<file path="config.mk">
export PLATFORM = sky130hd
export DESIGN_NAME = lh_sweep_timestamper_flat
export DESIGN_NICKNAME = d
export VERILOG_FILES = /design/src/rtl/lh_sweep_timestamper_if.sv /design/src/rtl/lh_sweep_timestamper.sv /design/src/flat_wrapper.sv
export SDC_FILE = /design/constraint.sdc
export NUM_CORES = 2
export LEC_CHECK = 0
export CORE_MARGIN = 2
export CORE_UTILIZATION = 27
export CTS_BUF_LIST = sky130_fd_sc_hd__clkbuf_2 sky130_fd_sc_hd__clkbuf_4 sky130_fd_sc_hd__clkbuf_8
export CTS_CLUSTER_DIAMETER = 200
export CTS_CLUSTER_SIZE = 10
export DETAILED_ROUTE_END_ITERATION = 8
export MAX_ROUTING_LAYER = met4
export SYNTH_ARGS = -nofsm -noshare
export SYNTH_HDL_FRONTEND = slang
export SYNTH_SLANG_ARGS = --single-unit
</file>
<file path="constraint.sdc">
create_clock -name i_clk -period 15.95 [get_ports i_clk]
set_input_delay 3.9875 -clock i_clk [delete_from_list [all_inputs] [get_ports i_clk]]
set_output_delay 3.9875 -clock i_clk [all_outputs]
set_load 0.02 [all_outputs]
</file>
<file path="src/rtl/lh_sweep_timestamper_if.sv">
// Hit-record stream between the sweep timestamper and the SPI packer.
// First-word-fall-through: data is valid whenever valid is high; a word pops on valid && ready.
interface lh_sweep_timestamper_if;
  logic [31:0] data;
  logic        valid;
  logic        ready;

  modport master (output data, output valid, input ready);
  modport slave  (input data, input valid, output ready);
endinterface

</file>
<file path="src/rtl/lh_sweep_timestamper.sv">
// Multi-sensor Lighthouse front end: measures envelope pulses, decodes syncs and queues
// 32-bit sweep-hit records timestamped against the last non-skip sync.
module lh_sweep_timestamper #(
  parameter int unsigned NUM_SENSORS    = 5,
  parameter int unsigned SYNC_BASE      = 3000,
  parameter int unsigned SYNC_STEP      = 500,
  parameter int unsigned WIDTH_SHIFT    = 2,
  parameter int unsigned TIMEOUT_CYCLES = 480000,
  parameter int unsigned DEPTH          = 16
) (
  input  logic                   i_clk,
  input  logic                   i_reset,
  input  logic [NUM_SENSORS-1:0] i_lh_sensor,
  lh_sweep_timestamper_if.master o_rec,
  output logic [3:0]             o_last_sync,
  output logic                   o_synced,
  output logic                   o_overflow,
  input  logic                   i_clear_overflow
);

  localparam int unsigned SyncMin     = SYNC_BASE - SYNC_STEP;
  localparam int unsigned SyncLim2    = 2 * SYNC_BASE + 15 * SYNC_STEP;
  localparam int unsigned MergeCycles = 2 * SYNC_BASE;
  localparam int unsigned MergeW      = $clog2(MergeCycles + 1);
  localparam int unsigned TimeoutW    = $clog2(TIMEOUT_CYCLES + 1);
  localparam int unsigned StationWin  = 24000;
  localparam int unsigned AddrW       = $clog2(DEPTH);
  localparam logic [13:0] WidthMax    = 14'h3FFF;

  typedef enum logic [1:0] {StWaitHigh, StHigh, StLow} sens_st_e;

  logic [NUM_SENSORS-1:0] r_meta, r_sync;
  sens_st_e               r_st        [NUM_SENSORS];
  logic [18:0]            r_start     [NUM_SENSORS];
  logic [13:0]            r_width     [NUM_SENSORS];
  logic [NUM_SENSORS-1:0] r_evt_v;
  logic [18:0]            r_evt_start [NUM_SENSORS];
  logic [13:0]            r_evt_width [NUM_SENSORS];
  logic [18:0]            r_timer;

  logic [MergeW-1:0]      r_merge_cnt;
  logic [18:0]            r_prev_start;
  logic                   r_have_prev;
  logic [3:0]             r_last_sync;
  logic [18:0]            r_ref_start;
  logic                   r_ref_axis, r_ref_station;
  logic                   r_synced;
  logic [TimeoutW-1:0]    r_to_cnt;

  logic [NUM_SENSORS-1:0] r_slot_v;
  logic [31:0]            r_slot [NUM_SENSORS];
  logic                   r_overflow;

  logic [31:0]            r_mem [DEPTH];
  logic [AddrW:0]         r_wr_ptr, r_rd_ptr;

  logic [NUM_SENSORS-1:0] w_is_hit, w_is_sync, w_new, w_collide, w_gnt;
  logic [31:0]            w_rec [NUM_SENSORS];
  logic                   w_sync_hit, w_accept, w_station;
  logic [18:0]            w_sync_start;
  logic [13:0]            w_sync_w;
  logic [2:0]             w_code;
  logic [31:0]            w_grant_data;
  logic                   w_grant_v, w_empty, w_full, w_pop, w_push, w_drop_full;

  // Sync code n: largest k with 2w >= 2*BASE + (2k-1)*STEP, i.e. half-step thresholds.
  function automatic logic [2:0] sync_code(input logic [13:0] w);
    logic [2:0] n;
    n = '0;
    for (int k = 1; k < 8; k++) begin
      if (2 * int'(w) >= 2 * int'(SYNC_BASE) + (2 * k - 1) * int'(SYNC_STEP)) n = 3'(k);
    end
    return n;
  endfunction

  // Synchronisers, per-sensor pulse FSMs and the free-running timer.
  always_ff @(posedge i_clk) begin
    if (i_reset) begin
      r_meta  <= '0;
      r_sync  <= '0;
      r_evt_v <= '0;
      r_timer <= '0;
      for (int i = 0; i < int'(NUM_SENSORS); i++) begin
        r_st[i]        <= StWaitHigh;
        r_start[i]     <= '0;
        r_width[i]     <= '0;
        r_evt_start[i] <= '0;
        r_evt_width[i] <= '0;
      end
    end else begin
      r_meta  <= i_lh_sensor;
      r_sync  <= r_meta;
      r_evt_v <= '0;
      r_timer <= r_timer + 19'd1;
      for (int i = 0; i < int'(NUM_SENSORS); i++) begin
        case (r_st[i])
          StWaitHigh: if (r_sync[i]) r_st[i] <= StHigh;
          StHigh: begin
            if (!r_sync[i]) begin
              r_st[i]    <= StLow;
              r_start[i] <= r_timer;
              r_width[i] <= 14'd1;
            end
          end
          StLow: begin
            if (r_sync[i]) begin
              r_st[i]        <= StHigh;
              r_evt_v[i]     <= 1'b1;
              r_evt_start[i] <= r_start[i];
              r_evt_width[i] <= r_width[i];
            end else if (r_width[i] != WidthMax) begin
              r_width[i] <= r_width[i] + 14'd1;
            end
          end
          default: r_st[i] <= StWaitHigh;
        endcase
      end
    end
  end

  // Classification, record formatting and lowest-index selection.
  always_comb begin
    w_is_hit     = '0;
    w_is_sync    = '0;
    w_new        = '0;
    w_collide    = '0;
    w_gnt        = '0;
    w_sync_hit   = 1'b0;
    w_sync_start = '0;
    w_sync_w     = '0;
    w_grant_data = '0;
    for (int i = 0; i < int'(NUM_SENSORS); i++) begin
      logic [18:0]    ts;
      logic [13:0]    sh;
      logic [7:0]     wf;
      int unsigned    w;
      w            = 32'(r_evt_width[i]);
      w_is_hit[i]  = r_evt_v[i] && (w < SyncMin);
      w_is_sync[i] = r_evt_v[i] && (w >= SyncMin) && (2 * w < SyncLim2);
      ts           = r_evt_start[i] - r_ref_start + 19'(r_evt_width[i] >> 1);
      sh           = r_evt_width[i] >> WIDTH_SHIFT;
      wf           = (sh > 14'd255) ? 8'hFF : sh[7:0];
      w_rec[i]     = {3'(i), r_ref_station, r_ref_axis, ts, wf};
      w_new[i]     = w_is_hit[i] && r_synced;
      w_collide[i] = w_new[i] && r_slot_v[i];
    end
    for (int i = int'(NUM_SENSORS) - 1; i >= 0; i--) begin
      if (w_is_sync[i]) begin
        w_sync_hit   = 1'b1;
        w_sync_start = r_evt_start[i];
        w_sync_w     = r_evt_width[i];
      end
    end
    for (int i = int'(NUM_SENSORS) - 1; i >= 0; i--) begin
      if (r_slot_v[i] || w_new[i]) begin
        w_gnt        = '0;
        w_gnt[i]     = 1'b1;
        w_grant_data = r_slot_v[i] ? r_slot[i] : w_rec[i];
      end
    end
  end

  assign w_accept    = w_sync_hit && (r_merge_cnt == '0);
  assign w_code      = sync_code(w_sync_w);
  assign w_station   = r_have_prev && ((w_sync_start - r_prev_start) < 19'(StationWin));
  assign w_grant_v   = |w_gnt;
  assign w_empty     = (r_wr_ptr == r_rd_ptr);
  assign w_full      = (r_wr_ptr[AddrW] != r_rd_ptr[AddrW]) &&
                       (r_wr_ptr[AddrW-1:0] == r_rd_ptr[AddrW-1:0]);
  assign w_pop       = !w_empty && o_rec.ready;
  // A full FIFO still accepts a write when the same cycle pops.
  assign w_push      = w_grant_v && (!w_full || w_pop);
  assign w_drop_full = w_grant_v && !w_push;

  always_ff @(posedge i_clk) begin
    if (i_reset) begin
      r_merge_cnt   <= '0;
      r_prev_start  <= '0;
      r_have_prev   <= 1'b0;
      r_last_sync   <= '0;
      r_ref_start   <= '0;
      r_ref_axis    <= 1'b0;
      r_ref_station <= 1'b0;
      r_synced      <= 1'b0;
      r_to_cnt      <= '0;
      r_slot_v      <= '0;
      r_overflow    <= 1'b0;
      r_wr_ptr      <= '0;
      r_rd_ptr      <= '0;
      for (int i = 0; i < int'(NUM_SENSORS); i++) r_slot[i] <= '0;
    end else begin
      if (w_accept) begin
        r_merge_cnt  <= MergeW'(MergeCycles);
        r_prev_start <= w_sync_start;
        r_have_prev  <= 1'b1;
        r_last_sync  <= {w_station, w_code};
      end else if (r_merge_cnt != '0) begin
        r_merge_cnt <= r_merge_cnt - MergeW'(1);
      end

      if (w_accept && !w_code[2]) begin
        r_ref_start   <= w_sync_start;
        r_ref_axis    <= w_code[0];
        r_ref_station <= w_station;
        r_synced      <= 1'b1;
        r_to_cnt      <= '0;
      end else if (r_synced) begin
        if (r_to_cnt == TimeoutW'(TIMEOUT_CYCLES - 1)) begin
          r_synced <= 1'b0;
          r_to_cnt <= '0;
        end else begin
          r_to_cnt <= r_to_cnt + TimeoutW'(1);
        end
      end

      // A new hit only parks in its slot when it was not written straight through.
      for (int i = 0; i < int'(NUM_SENSORS); i++) begin
        if (w_gnt[i]) begin
          r_slot_v[i] <= 1'b0;
        end else if (!r_slot_v[i] && w_new[i]) begin
          r_slot_v[i] <= 1'b1;
          r_slot[i]   <= w_rec[i];
        end
      end

      if ((|w_collide) || w_drop_full) r_overflow <= 1'b1;
      else if (i_clear_overflow)       r_overflow <= 1'b0;

      if (w_push) r_wr_ptr <= r_wr_ptr + 1'b1;
      if (w_pop)  r_rd_ptr <= r_rd_ptr + 1'b1;
    end
  end

  always_ff @(posedge i_clk) begin
    if (w_push) r_mem[r_wr_ptr[AddrW-1:0]] <= w_grant_data;
  end

  assign o_rec.valid = !w_empty;
  assign o_rec.data  = w_empty ? 32'd0 : r_mem[r_rd_ptr[AddrW-1:0]];
  assign o_last_sync = r_last_sync;
  assign o_synced    = r_synced;
  assign o_overflow  = r_overflow;

endmodule

</file>
<file path="src/flat_wrapper.sv">
// flat-port wrapper written by rule: the top's interface ports become plain ports
module lh_sweep_timestamper_flat 
#(
  parameter int unsigned NUM_SENSORS    = 5,
  parameter int unsigned SYNC_BASE      = 3000,
  parameter int unsigned SYNC_STEP      = 500,
  parameter int unsigned WIDTH_SHIFT    = 2,
  parameter int unsigned TIMEOUT_CYCLES = 480000,
  parameter int unsigned DEPTH          = 16
)
  (i_clk, i_reset, i_lh_sensor, o_last_sync, o_synced, o_overflow, i_clear_overflow, o_rec_data, o_rec_valid, o_rec_ready);
  lh_sweep_timestamper_if o_rec_i ();
  input  logic i_clk;
  input  logic i_reset;
  input  logic [NUM_SENSORS-1:0] i_lh_sensor;
  output logic [3:0] o_last_sync;
  output logic o_synced;
  output logic o_overflow;
  input  logic i_clear_overflow;
  output wire logic [$bits(o_rec_i.data)-1:0] o_rec_data;
  output wire logic [$bits(o_rec_i.valid)-1:0] o_rec_valid;
  input wire logic [$bits(o_rec_i.ready)-1:0] o_rec_ready;
  assign o_rec_data = o_rec_i.data;
  assign o_rec_valid = o_rec_i.valid;
  assign o_rec_i.ready = o_rec_ready;
  lh_sweep_timestamper #(.NUM_SENSORS(NUM_SENSORS), .SYNC_BASE(SYNC_BASE), .SYNC_STEP(SYNC_STEP), .WIDTH_SHIFT(WIDTH_SHIFT), .TIMEOUT_CYCLES(TIMEOUT_CYCLES), .DEPTH(DEPTH)) u_core (.i_clk(i_clk), .i_reset(i_reset), .i_lh_sensor(i_lh_sensor), .o_rec(o_rec_i), .o_last_sync(o_last_sync), .o_synced(o_synced), .o_overflow(o_overflow), .i_clear_overflow(i_clear_overflow));
endmodule
</file>
== Yosys cells after proc, flatten, opt, wreduce, memory -nomap -nowiden ==
Memories as Yosys holds them, arrays and structs flattened. A register that Yosys moved wholly into a read port is not among the register bits.
Index checks and enable logic that the tools add are counted.

* Add/sub/neg operators: 21
* Order comparisons: 28
* Equality and inequality tests: 19
* Mux-type cells: 222
* Bitwise gates (word level): 50
* Reductions and logical operators: 76

{| class="wikitable"
|+ Operators by type and width
! kind !! number
|-
| two-way mux 32 bit || 16
|-
| two-way mux 19 bit || 16
|-
| two-way mux 14 bit || 20
|-
| two-way mux 1 bit || 130
|-
| subtractor 19 bit || 6
|-
| adder 19 x 13 -> 19 bit || 5
|-
| >= comparator 15 x 14 -> 1 bit, second input constant || 5
|-
| < comparator 15 x 14 -> 1 bit, second input constant || 5
|-
| adder 14 x 1 -> 14 bit, second input constant || 5
|-
| >= comparator 14 x 12 -> 1 bit, second input constant || 5
|-
| < comparator 14 x 12 -> 1 bit, second input constant || 5
|-
| != test 14 bit, second input constant || 5
|-
| greater-than comparator 12 x 8 -> 1 bit, second input constant || 5
|-
| OR 1 bit || 50
|-
| two-way mux 2 bit || 22
|-
| two-way mux 8 bit || 5
|-
| adder 19 x 1 -> 19 bit, second input constant || 2
|-
| logical AND 1 bit || 37
|-
| >= comparator 15 x 13 -> 1 bit, second input constant || 2
|-
| two-way mux 13 bit || 2
|-
| two-way mux 5 bit || 5
|-
| == test 19 bit, second input constant || 1
|-
| < comparator 19 x 15 -> 1 bit, second input constant || 1
|-
| OR reduction 3 bit || 5
|-
| 17 further kinds || 56
|}

* Flip-flop bits (word level): 128
* Memory bits (writable): 1,012
* Output and inout port bits: 39
* Logic and storage cells: 445
* Memories: 7

{| class="wikitable"
|+ Memory list
! memory !! words !! width !! read ports !! clocked after Yosys merged registers in !! write ports !! line !! RTL
|-
| u_core.r_mem || 16 || 32 || 1 || 1 || 1 || lh_sweep_timestamper.sv:54 || <nowiki>logic [31:0] r_mem [DEPTH];</nowiki>
|-
| u_core.r_slot || 5 || 32 || 5 || 0 || 5 || lh_sweep_timestamper.sv:51 || <nowiki>logic [31:0] r_slot [NUM_SENSORS];</nowiki>
|-
| u_core.r_evt_start || 5 || 19 || 5 || 0 || 5 || lh_sweep_timestamper.sv:37 || <nowiki>logic [18:0] r_evt_start [NUM_SENSORS];</nowiki>
|-
| u_core.r_start || 5 || 19 || 5 || 0 || 5 || lh_sweep_timestamper.sv:34 || <nowiki>logic [18:0] r_start [NUM_SENSORS];</nowiki>
|-
| u_core.r_evt_width || 5 || 14 || 5 || 0 || 5 || lh_sweep_timestamper.sv:38 || <nowiki>logic [13:0] r_evt_width [NUM_SENSORS];</nowiki>
|-
| u_core.r_width || 5 || 14 || 5 || 0 || 5 || lh_sweep_timestamper.sv:35 || <nowiki>logic [13:0] r_width [NUM_SENSORS];</nowiki>
|-
| 1 more memories || n/a || n/a || n/a || n/a || n/a || n/a ||
|}

== Logic depth before layout (Yosys ltp) ==
An unclocked memory read counts as a cell.

* Depth after elaboration: 20
* Gate-level depth with buffers: 23

== Least setup slack after synthesis ==
No wires, ideal clock.

* Path kind: input to register
* Start point: input port o_rec_ready
* End point: memory u_core.r_mem[3][0], enable pin
* Library setup time: 461 ps
* Data arrival time: 6,906 ps
* Data required time: 15,489 ps
* Slack: 8,583 ps
* Cell stages on the path: 4
* Cells stage by stage: nor3_1 > a31oi_1 > nand2_1 > nor3_1

* Cells in the longest elaborated chain, start to end: 5

{| class="wikitable"
|+ RTL lines
! item !! line !! RTL
|-
| start, declared || flat_wrapper.sv:22 || <nowiki>input wire logic [$bits(o_rec_i.ready)-1:0] o_rec_ready;</nowiki>
|-
| logical AND 1 bit || lh_sweep_timestamper.sv:170 || <nowiki>assign w_pop = !w_empty && o_rec.ready;</nowiki>
|-
| logical OR 1 bit || lh_sweep_timestamper.sv:172 || <nowiki>assign w_push = w_grant_v && (!w_full || w_pop);</nowiki>
|-
| logical AND 1 bit || lh_sweep_timestamper.sv:172 ||
|-
| two-way mux 1 bit || lh_sweep_timestamper.sv:235 || <nowiki>if (w_push) r_mem[r_wr_ptr[AddrW-1:0]] <= w_grant_data;</nowiki>
|-
| two-way mux 1 bit (not written as such) || lh_sweep_timestamper.sv:235 ||
|-
| end, declared || lh_sweep_timestamper.sv:54 ||
|}

No other way between the ends.

==> metrics.cfg <==
[timing]
slew_headroom = 0.09346
post-route-min-period_ns = 9.183
setup_violations = 0
hold_violations = 0
tightest_slew_ns = 1.360
holdWs_ns = 0.4459
fin_tns_setup_ns = 0
final_max_slew_viol_count = 0
finalClockSkew_ns = 0.05484
min_period_over_period = 0.5757
clock.fmax_ghz = 0.1089
grt_setup_unrepaired = false

[route]
num_vias = 34799
drt_iter0_drc = 3205
ant_nets = 0
wirelength_um = 152200
drt_pass1_iterations = 5
viasPerCell = 4.890
drcViolationCount = 0
wl_per_cell_um = 21.39

[floorplanning]
rows = 165
initial_core_util = 0.2710
die_h_um = 453.9
io_pins = 48
die_w_um = 453.9
die_area_um2 = 206100
core_um2 = 201700

[worst_setup_path]
crit_path_start_kind = flop
cp.arrival_ns = 5.20
crit_type = flop to primary output
end_kind = primary output
cp_max_fo = 50
crit_required_ns = 11.96

[clocking]
cts_max_level = 4
cts_buffers = 130
cts_tree = yes
insertion_delay_ns = 0.89
post_cts_buffers = 0
clockBufferDepth = 3
cts_resized = 0
clkSlewWorstSetupHoldPaths_ns = 0.07
cts_num_sinks = 1128
cts_root_buf = clkbuf_8
cts_hold_buf = 0

[yosys]
synth.avg_cell_area_um2 = 12.67
synth-seq-area-share = 0.5955
syn_area_um2 = 54660
synth_area_leaders = edfxtp_1, mux4_2, dfxtp_1
synth_edf_count = 996
ys_types = 90
syn-num-nets = 4538
ys_warn_count = 0
synth_top_area_frac = 0.5472
synthArstFlopShare = 0
post-synth-top-area-cell = edfxtp_1
synthCells = 4314
ys.flop_type = edfxtp_1
ys_ff_latch = 1128

[pwr]
peakVddDrop_mv = 0.08355
power_uw = 6441
p_leak_uw = 0.02120
p_per_area_nw_per_um2 = 105.6

[job]
cap_violations = 0

[finish]
areaGrowthSynthToFinish_pct = 11.56
mostFrequentLayoutCell = edfxtp_1
finalNetCount = 4598
drive_gt1_frac = 0.1096
final_cell_mix = edfxtp_1, nor2_1, inv_1

[hold_path]
min_path_type = flop to flop

[global_route]
overflow = 0
grt_max_degree = 116
grt_pass1_vias = 33991
antenna_found_initial = 4
grt_pass1_wl_um = 225300
track_usage = 0.1500

[placement]
gp_congestion = 0.9442
io_buffers = 47
place.detailed.hpwl_um = 102300

[outcome]
status = complete, no violations

worst paths after layout:
| path | from | to | slack, ns | cells past startpoint |
|---|---|---|---|---|
| hold reg to reg | u_core.r_meta[2] | u_core.r_sync[2] | 0.45 | 1 |
| setup reg to reg | u_core.r_evt_width[0][31] | u_core.r_mem[9][26] | 9.89 | 15 |
| setup / recovery | flop | o_rec_data[2] | 6.77 | 7 |
| hold / removal | u_core.r_meta[2] | u_core.r_sync[2] | 0.45 | 1 |
Yosys cell counts, drive strengths merged, types with 8 or more instances:
master,count
fa,65
a31oi,31
edfxtp,996
nand3,76
inv,345
o2111ai,8
nor4,9
o21bai,13
mux4,128
nor2b,61
nand4,36
buf,36
a2111oi,15
ha,150
mux2i,56
o21ai,129
a22oi,16
o21a,19
o31ai,24
and3,40
dfxtp,132
a211o,8
a221o,8
nor3,68
a21o,37
a211oi,153
nor4b,9
xor2,99
or2,14
and2,232
clkbuf,163
nor2,414
o221ai,13
a22o,9
a311oi,8
a221oi,42
nand2,216
a21oi,162
nand2b,21
or3,18
xnor2,100
or4,8
o211ai,27
through the flow:
step / area (um^2) / setup WS, ns / utilization / std cells
after floorplan: 54660 / 8.583 / - / 4314
after global placement: 58530 / 7.412 / 0.2902 / 6914
after detailed placement: 58530 / 7.389 / 0.2902 / 6914
after CTS: 60980 / 6.426 / 0.3023 / 7115
after global routing: 60980 / 6.207 / 0.3023 / 7117
final: 60980 / 6.767 / 0.3023 / 7117
routing by layer:
layer | vias up | GRT usage | part of all wire
met5 | - | - | 0
met4 | 0 | 0.05721 | 0.035
met3 | 229 | 0.02124 | 0.062
met2 | 1202 | 0.2256 | 0.45
met1 | 17358 | 0.2044 | 0.45
li1 | 16010 | - | -
logic make-up after synthesis:
logic type      synth area share
other cells           0.00006860
xor+xnor                 0.03189
compound gates           0.09873
fa+ha+maj                0.05814
mux                      0.06402
flops                     0.5955
simple gates              0.1139
buf+inv                  0.03772
critical path, cell delays in order, from the launching register on:
cell and delay, ns:
dfxtp_4 0.87, buf_4 0.91, buf_4 0.79, mux4_2 0.59, nor2b_1 0.14, a211oi_1 0.29, a211oi_1 0.12, clkdlybuf4s50_1 0.60
sequential cells by signal, indices dropped and copies added, names as in the netlist, 19 cells and up, named ones only:
signal               flops
u_core.r_prev_start     19
u_core.r_evt_start      95
u_core.r_to_cnt         19
u_core.r_mem           512
u_core.r_timer          19
u_core.r_slot          149
u_core.r_start          95
u_core.r_width          70
u_core.r_evt_width      65
u_core.r_ref_start      19
report_power, final:
part           switching (uW)  total [uW]  internal [uW]
Combinational             596        1010            414
Clock                    1080        1990            910
Sequential                114        3440           3330
Total                    1790        6440           4650
area by class of cell:
class | count | area (um^2)
Tap cell | 2672 | 3343
Clock buffer | 186 | 2216
Fill cell | 20178 | 140700
Timing Repair Buffer | 127 | 1072
Inverter | 347 | 1303
Sequential cell | 1128 | 32570
Antenna cell | 2 | 5.005
Multi-Input combinational cell | 2640 | 20250
Clock inverter | 15 | 225.2
Note: power is estimated with default switching activity, not from simulation.
